[src/rtl/param_shift_add_multiplier.sv]
// Sequential shift-add multiplier, WIDTH-bit operands, 2*WIDTH-bit product in A:B.
// Define MULT_SIGNED_EN for two's-complement operands; otherwise operands are unsigned.
module param_shift_add_multiplier #(
    parameter int WIDTH      = 8,
    parameter int PIPE_SPLIT = 0
) (
    input  logic             i_clk,
    input  logic             i_reset_l,
    input  logic             i_execute,
    input  logic             i_clear_a_load_b,
    input  logic [WIDTH-1:0] i_din,
    output logic [WIDTH-1:0] o_aval,
    output logic [WIDTH-1:0] o_bval,
    output logic             o_x,
    output logic             o_busy,
    output logic             o_done,
    output logic [1:0]       o_state
);

    localparam int CW = $clog2(WIDTH + 1);
    localparam logic [CW-1:0] C_LAST = CW'(WIDTH - 1);
    localparam logic [CW-1:0] C_END  = CW'(WIDTH);
`ifdef MULT_SIGNED_EN
    localparam logic SIGNED_MODE = 1'b1;
`else
    localparam logic SIGNED_MODE = 1'b0;
`endif

    typedef enum logic [1:0] {
        ST_IDLE  = 2'd0,
        ST_ADD   = 2'd1,
        ST_SHIFT = 2'd2,
        ST_DONE  = 2'd3
    } state_t;

    state_t            r_state, w_state_nx;
    logic [WIDTH-1:0]  r_a, r_b, r_s;
    logic [WIDTH-1:0]  w_a_nx, w_b_nx, w_s_nx;
    logic              r_x, w_x_nx;
    logic [CW-1:0]     r_count, w_count_nx;
    logic              r_busy, w_busy_nx;
    logic              r_done, w_done_nx;

    logic [WIDTH:0]    w_ext_a, w_ext_s, w_sum, w_add_xa, w_sh_src_xa;
    logic              w_sub;
    logic [WIDTH-1:0]  w_shift_a, w_shift_b;
    logic              w_shift_x;

    // {X,A} is a WIDTH+1 bit accumulator; the last partial product is negative in signed mode.
    assign w_ext_a  = {SIGNED_MODE & r_a[WIDTH-1], r_a};
    assign w_ext_s  = {SIGNED_MODE & r_s[WIDTH-1], r_s};
    assign w_sub    = SIGNED_MODE && (r_count == C_LAST);
    assign w_sum    = w_sub ? (w_ext_a - w_ext_s) : (w_ext_a + w_ext_s);
    assign w_add_xa = r_b[0] ? w_sum : w_ext_a;

    // Merged mode shifts the freshly added value; split mode shifts the registered one.
    assign w_sh_src_xa = (PIPE_SPLIT != 0) ? {r_x, r_a} : w_add_xa;
    assign w_shift_a   = w_sh_src_xa[WIDTH:1];
    assign w_shift_b   = {w_sh_src_xa[0], r_b[WIDTH-1:1]};
    assign w_shift_x   = SIGNED_MODE & w_sh_src_xa[WIDTH];

    always_comb begin
        w_state_nx = r_state;
        w_a_nx     = r_a;
        w_b_nx     = r_b;
        w_s_nx     = r_s;
        w_x_nx     = r_x;
        w_count_nx = r_count;
        w_busy_nx  = r_busy;
        w_done_nx  = r_done;
        case (r_state)
            ST_IDLE: begin
                if (i_execute) begin
                    w_s_nx     = i_din;
                    w_count_nx = '0;
                    w_busy_nx  = 1'b1;
                    w_state_nx = ST_ADD;
                end else if (i_clear_a_load_b) begin
                    w_a_nx = '0;
                    w_x_nx = 1'b0;
                    w_b_nx = i_din;
                end
            end
            ST_ADD: begin
                if (r_count == C_END) begin
                    w_busy_nx  = 1'b0;
                    w_done_nx  = 1'b1;
                    w_state_nx = ST_DONE;
                end else if (PIPE_SPLIT != 0) begin
                    w_x_nx     = w_add_xa[WIDTH];
                    w_a_nx     = w_add_xa[WIDTH-1:0];
                    w_state_nx = ST_SHIFT;
                end else begin
                    w_x_nx     = w_shift_x;
                    w_a_nx     = w_shift_a;
                    w_b_nx     = w_shift_b;
                    w_count_nx = r_count + CW'(1);
                end
            end
            ST_SHIFT: begin
                w_x_nx     = w_shift_x;
                w_a_nx     = w_shift_a;
                w_b_nx     = w_shift_b;
                w_count_nx = r_count + CW'(1);
                w_state_nx = ST_ADD;
            end
            ST_DONE: begin
                // Holding Execute keeps us here so one press gives exactly one run.
                if (!i_execute) begin
                    w_done_nx  = 1'b0;
                    w_state_nx = ST_IDLE;
                end
            end
            default: w_state_nx = ST_IDLE;
        endcase
    end

    always_ff @(posedge i_clk) begin
        if (!i_reset_l) begin
            r_state <= ST_IDLE;
            r_a     <= '0;
            r_b     <= '0;
            r_s     <= '0;
            r_x     <= 1'b0;
            r_count <= '0;
            r_busy  <= 1'b0;
            r_done  <= 1'b0;
        end else begin
            r_state <= w_state_nx;
            r_a     <= w_a_nx;
            r_b     <= w_b_nx;
            r_s     <= w_s_nx;
            r_x     <= w_x_nx;
            r_count <= w_count_nx;
            r_busy  <= w_busy_nx;
            r_done  <= w_done_nx;
        end
    end

    assign o_aval  = r_a;
    assign o_bval  = r_b;
    assign o_x     = r_x;
    assign o_busy  = r_busy;
    assign o_done  = r_done;
    assign o_state = r_state;

endmodule

[config.mk]
export PLATFORM = sky130hd
export DESIGN_NAME = param_shift_add_multiplier
export DESIGN_NICKNAME = d
export VERILOG_FILES = /design/src/rtl/param_shift_add_multiplier.sv
export SDC_FILE = /design/constraint.sdc
export NUM_CORES = 1
export LEC_CHECK = 0
export ABC_CLOCK_PERIOD_IN_PS = 2900
export BUFFER_PORTS_ARGS = -buffer_cell sky130_fd_sc_hd__buf_2
export CORE_UTILIZATION = 55
export DETAILED_ROUTE_END_ITERATION = 16
export PLACE_DENSITY = 0.81
export SETUP_SLACK_MARGIN = 0.02
export SYNTH_ARGS = -nofsm -noshare
export SYNTH_HDL_FRONTEND = slang
export SYNTH_SLANG_ARGS = --single-unit
[constraint.sdc]
create_clock -name i_clk -period 2.9 [get_ports i_clk]
set_clock_uncertainty 0.2 [all_clocks]
set_input_delay 0.58 -clock i_clk [delete_from_list [all_inputs] [get_ports i_clk]]
set_output_delay 0.58 -clock i_clk [all_outputs]
set_load 0.1 [all_outputs]
-- Yosys cells after proc, flatten, opt, wreduce, memory -nomap -nowiden
Cells that the tools add are included.
- bits in registers: 33
- output and inout port bits: 21
- input bits: 12
- mux-type cells: 26
- add/subtract/negate cells: 2
- equal/unequal tests: 10
- reductions and logical operators: 10
- operators by type and width (kind ; number):
    2-to-1 mux 8 bit ; 6
    one-hot mux 8 bit (3 select lines) ; 2
    != test 2 bit, second input constant ; 6
    one-hot mux 4 bit (3 select lines) ; 1
    AND reduction 3 bit ; 4
    adder 8 x 8 -> 9 bit ; 1
    2-to-1 mux 9 bit ; 1
    2-to-1 mux 4 bit ; 2
    one-hot mux 2 bit (4 select lines) ; 1
    2-to-1 mux 1 bit ; 7
    2-to-1 mux 2 bit ; 3
    adder 4 x 1 -> 4 bit, second input constant ; 1
    equality test 2 bit, second input constant ; 2
    equality test 4 bit, second input constant ; 1
    one-hot mux 1 bit (2 select lines) ; 2
    AND reduction 4 bit ; 1
    nonzero test 2 bit ; 2
    one-hot mux 1 bit (3 select lines) ; 1
    nonzero test 3 bit ; 1
    equality test 2 x 1 -> 1 bit, second input constant ; 1
    logical NOT 2 bit ; 1
    AND reduction 2 bit ; 1

-- Longest topological paths before layout
- depth after elaboration: 4
- mapped depth: 9
- mapped depth without buffers: 8

-- Worst setup path before layout
OpenSTA, ideal clock, no wires.
- path type: reg2reg
- start: reg r_state[1] (netlist: o_state[1])
- end: reg r_a[5] (netlist: o_aval[5])
- arrival: 2.478 ns
- setup time: 0.079 ns
- slack: 0.143 ns
- stages on the path, launching flop included: 7
- clock period less this slack: 2.757 ns
- buffers on the path: 0
- path through: dfxtp_1 inv_1 ha_1 a221oi_4 nand3_2 o41a_1 o211ai_1
- word-level cells in the longest chain between the ends: 3
- RTL lines (item ; RTL line ; RTL):
    start: declaration ; 36 ; state_t r_state, w_state_nx;
    start signal: assignment ; 129 ; r_state <= w_state_nx;
    equality test 2 x 1 -> 1 bit (tied with other cells) ; 71 ; case (r_state)
    != test 2 bit (no line) / nonzero test 3 bit (equally long branches) ; n/a ;
    AND reduction 4 bit (no line) ; n/a ;
    end signal: assignment ; 130 ; r_a <= w_a_nx;
    end: declaration ; 37 ; logic [WIDTH-1:0] r_a, r_b, r_s;
Several ways; a longest one is shown, not always the timed one.
A chain may end at the register's enable or synchronous reset.

-- Worst setup path in the final report
- start: reg r_state[0] (netlist: o_state[0])
- end: reg r_count[3]
- word-level cells in the longest chain between the ends: 3
- RTL lines (item ; RTL line ; RTL):
    equality test 2 x 1 -> 1 bit (tied with other cells) ; 71 ;
    != test 2 bit (no line) / nonzero test 3 bit (equally long branches) ; n/a ;
    AND reduction 3 bit (no line) ; n/a ;
    end signal: assignment ; 134 ; r_count <= w_count_nx;
    end: declaration ; 40 ; logic [CW-1:0] r_count, w_count_nx;
Several ways; a longest one is shown, not always the timed one.

==> impl_metrics.csv <==
group,metric,value,unit
placement,preCtsSetupSlack,566,ps
timing,layout_setup_ws,544,ps
setup_path,crit_type,"flip-flop to flip-flop",
final_layout,final_cells,294,
logic_synthesis,synth.mux.area_fraction,6.38,%
timing,worst_slew_pin_slew,764,ps
power,powerDensity,682,nW/µm²
timing,slew_headroom,49.1,%
final_layout,drive_above_1_share,17.2,%
placement,place_congestion,0.822,
placement,dp.cells,286,
timing,holdWs,271,ps
drt,antenna_left,0,
timing,maxSlewViolCount,0,
logic_synthesis,netlist.area_leader.share,34.0,%
clock_network,ctsHoldBuffers,0,
grt,grt_antenna_before_repair,0,
power,power.leakage,0.992,nW
placement,dpl_cell_area,2060,µm²
final_layout,area_growth,12.4,%
grt,grt_max_degree,31,
clock_network,cts_root_buffer,"clkbuf_4",
grt,overflow,0,
drt,drc,0,
logic_synthesis,netlist_instances,220,
setup_path,end_kind,"flip-flop",
logic_synthesis,synth_seq_area_share,34.0,%
placement,io_buffers,31,
setup_path,cp-start-kind,"flip-flop",
logic_synthesis,synth_fa_ha_area_share,11.0,%
drt,first_pass_iters,6,
setup_path,worstReg2RegStart,"o_state[0]$_SDFFE_PN0P_",
logic_synthesis,yosys_warnings,0,
logic_synthesis,synth-seq-cells,32,
logic_synthesis,netlist_area,1880,µm²
worst_hold_path,min_from,"r_s[4]$_SDFFE_PN0P_",
clock_network,path_clk_slew,100,ps
power,power.total,1.44,mW
logic_synthesis,async_flop_share,0,%
grt,grtUsageTotal,24.2,%
floorplan,die_h,60.5,µm
clock_network,cts_setup_buffers,0,
setup_path,crit_required,2930,ps
worst_hold_path,min_path_cells,2,
floorplan,io_pins,33,
floorplan,design.die.area,3660,µm²
clock_network,cts-htree-levels,2,
timing,period_share,81.2,%
timing,finalHoldViolCount,0,
logic_synthesis,synth_top_family_by_area,"compound AO/OA/AOI/OAI gates",
logic_synthesis,synth_nets,248,
drt,via_per_inst,5.69,
outcome,status,"complete, no violations",
grt,grt_pass1_wl,6.54,mm
setup_path,reg2reg_slack,540,ps
drt,via_count,1672,
worst_hold_path,min_path_type,"flip-flop to flip-flop",
setup_path,slowest_delay,740,ps
logic_synthesis,yosys-top-cells-count,"36 x nand2_1, 32 x dfxtp_1, 15 x ha_1",
logic_synthesis,synth_largest_area_cell,"dfxtp_1",
power,irDropWorstVdd,0.433,mV
logic_synthesis,synth_edf_count,0,
final_layout,fin_nets,277,
timing,grt_setup_unrepaired,"false",
job,cap_violations,0,
logic_synthesis,synth_compound_area_share,22.7,%
floorplan,initial_core_util,59.7,%
timing,fin_setup_tns,0,ps
floorplan,rows,20,
clock_network,clock-sinks,32,
timing,setup_viol,0,
floorplan,die_w,60.5,µm
setup_path,cp_cell_sequence,"inv_1, ha_1, a221oi_1, a21boi_0, o21a_1",
setup_path,worst_r2r_path_depth,5,
final_layout,antenna_cells,0,
clock_network,insertion_delay,330,ps
logic_synthesis,synthXorXnorAreaFrac,0.930,%
placement,hpwl,3.04,mm
logic_synthesis,synth.avg_cell_area,8.56,µm²
logic_synthesis,synth_cell_types,43,
clock_network,numCtsBuffers,5,
clock_network,clock_path_buffers,2,
final_layout,fillCellCount,294,
logic_synthesis,yosys.area_share.simple,19.3,%
final_layout,utilization,67.1,%
clock_network,cts_resized,0,
setup_path,crit_arrival,2390,ps
final_layout,postLayoutCellArea,2120,µm²
logic_synthesis,synth_flop_cell,"dfxtp_1",
drt,routedWlPerCell,13.8,µm
clock_network,cts_tree,"yes",
grt,grt_pass1_vias,1415,
setup_path,critPathMaxFanout,13,
timing,post-route-min-period,2360,ps
drt,drtIter0Drc,131,
setup_path,worstReg2RegEnd,"r_count[3]$_SDFFE_PN0P_",
timing,max_freq,425,MHz
floorplan,core_area,3150,µm²
worst_hold_path,hold_path_end,"r_s[4]$_SDFFE_PN0P_",
drt,wl,4.05,mm
logic_synthesis,netlist_top_cells_area,"dfxtp_1 34%, ha_1 10%, nand2_1 7.2%",
logic_synthesis,synth_most_common_cell,"nand2_1",
setup_path,cp_slowest_cell,"a221oi_1",
cells in the final DEF (no fill, tap or decap), drive strengths merged:
cell	n
a211oi	1
nor2	6
dfxtp	32
o21ai	11
nand2b	1
mux2i	12
o211a	6
o211ai	4
nand4	3
nor2b	3
a21oi	5
conb	1
nand4b	1
and3	1
o21a	3
a32oi	2
inv	12
o2bb2ai	2
nor4	1
o41a	1
nand2	36
nor3	5
and3b	1
a221oi	2
a31oi	1
or2	1
and2	5
o2111ai	1
a21boi	13
a21o	1
buf	34
fa	1
nand3	13
a221o	1
xor2	2
clkbuf	8
ha	15
o31ai	2
cell families after synthesis:
| kind of cell | Yosys count |
|---|---|
| AND/OR/NAND/NOR | 77 |
| AO/OA/AOI/OAI | 56 |
| flip-flops | 32 |
| buffers and inverters | 24 |
| adder cells (fa/ha/maj) | 16 |
| multiplexers | 12 |
| XOR/XNOR | 2 |
| other | 1 |
where the power goes:
part	total, mW	internal (mW)	switching, mW	leakage [nW]
Combinational	0.652	0.165	0.487	0.697
Sequential	0.528	0.489	0.0392	0.262
Clock	0.263	0.120	0.143	0.0326
layer usage:
| layer | track usage [%] | up-vias | share of wire (%) |
|---|---|---|---|
| li1 | - | 840 | - |
| met1 | 33.1 | 772 | 47 |
| met2 | 38.6 | 56 | 46 |
| met3 | 5.76 | 4 | 5.9 |
| met4 | 6.17 | 0 | 0.62 |
| met5 | 0 | - | 0 |
how the worst max path moves through the flow:
stage                                  from                      end  cells past startpoint
floorplan           o_state[1]$_SDFFE_PN0P_   o_aval[5]$_SDFFE_PN0P_                      6
global placement                  i_execute  r_count[3]$_SDFFE_PN0P_                      5
detailed placement  o_state[0]$_SDFFE_PN0P_  r_count[3]$_SDFFE_PN0P_                      5
CTS                 o_state[0]$_SDFFE_PN0P_  r_count[3]$_SDFFE_PN0P_                      5
global route        o_state[0]$_SDFFE_PN0P_  r_count[3]$_SDFFE_PN0P_                      5
finish              o_state[0]$_SDFFE_PN0P_  r_count[3]$_SDFFE_PN0P_                      5
worst max-delay path: cells and delay by family, from the launching register on:
| family | cells | cell delay [ps] |
|---|---|---|
| adder cells (fa/ha/maj) | 1 | 370 |
| flip-flops | 1 | 460 |
| AO/OA/AOI/OAI | 3 | 1150 |
| buffers and inverters | 1 | 80 |
registers in the layout, indices dropped and copies added, names as in the netlist:
signal	flops
o_aval	8
o_bval	8
r_count	4
o_state	2
r_s	8
o_busy	1
o_done	1
area by class of cell:
class | count | area, µm² | area share [%]
inverter | 12 | 45.0 | 2.13
clock buffer | 8 | 58.8 | 2.78
tap | 44 | 55.1 | 2.60
multi-input combinational | 164 | 1140 | 53.8
timing repair buffer | 34 | 178 | 8.39
sequential | 32 | 641 | 30.3
No activity file was read; power rests on OpenSTA's default activity.
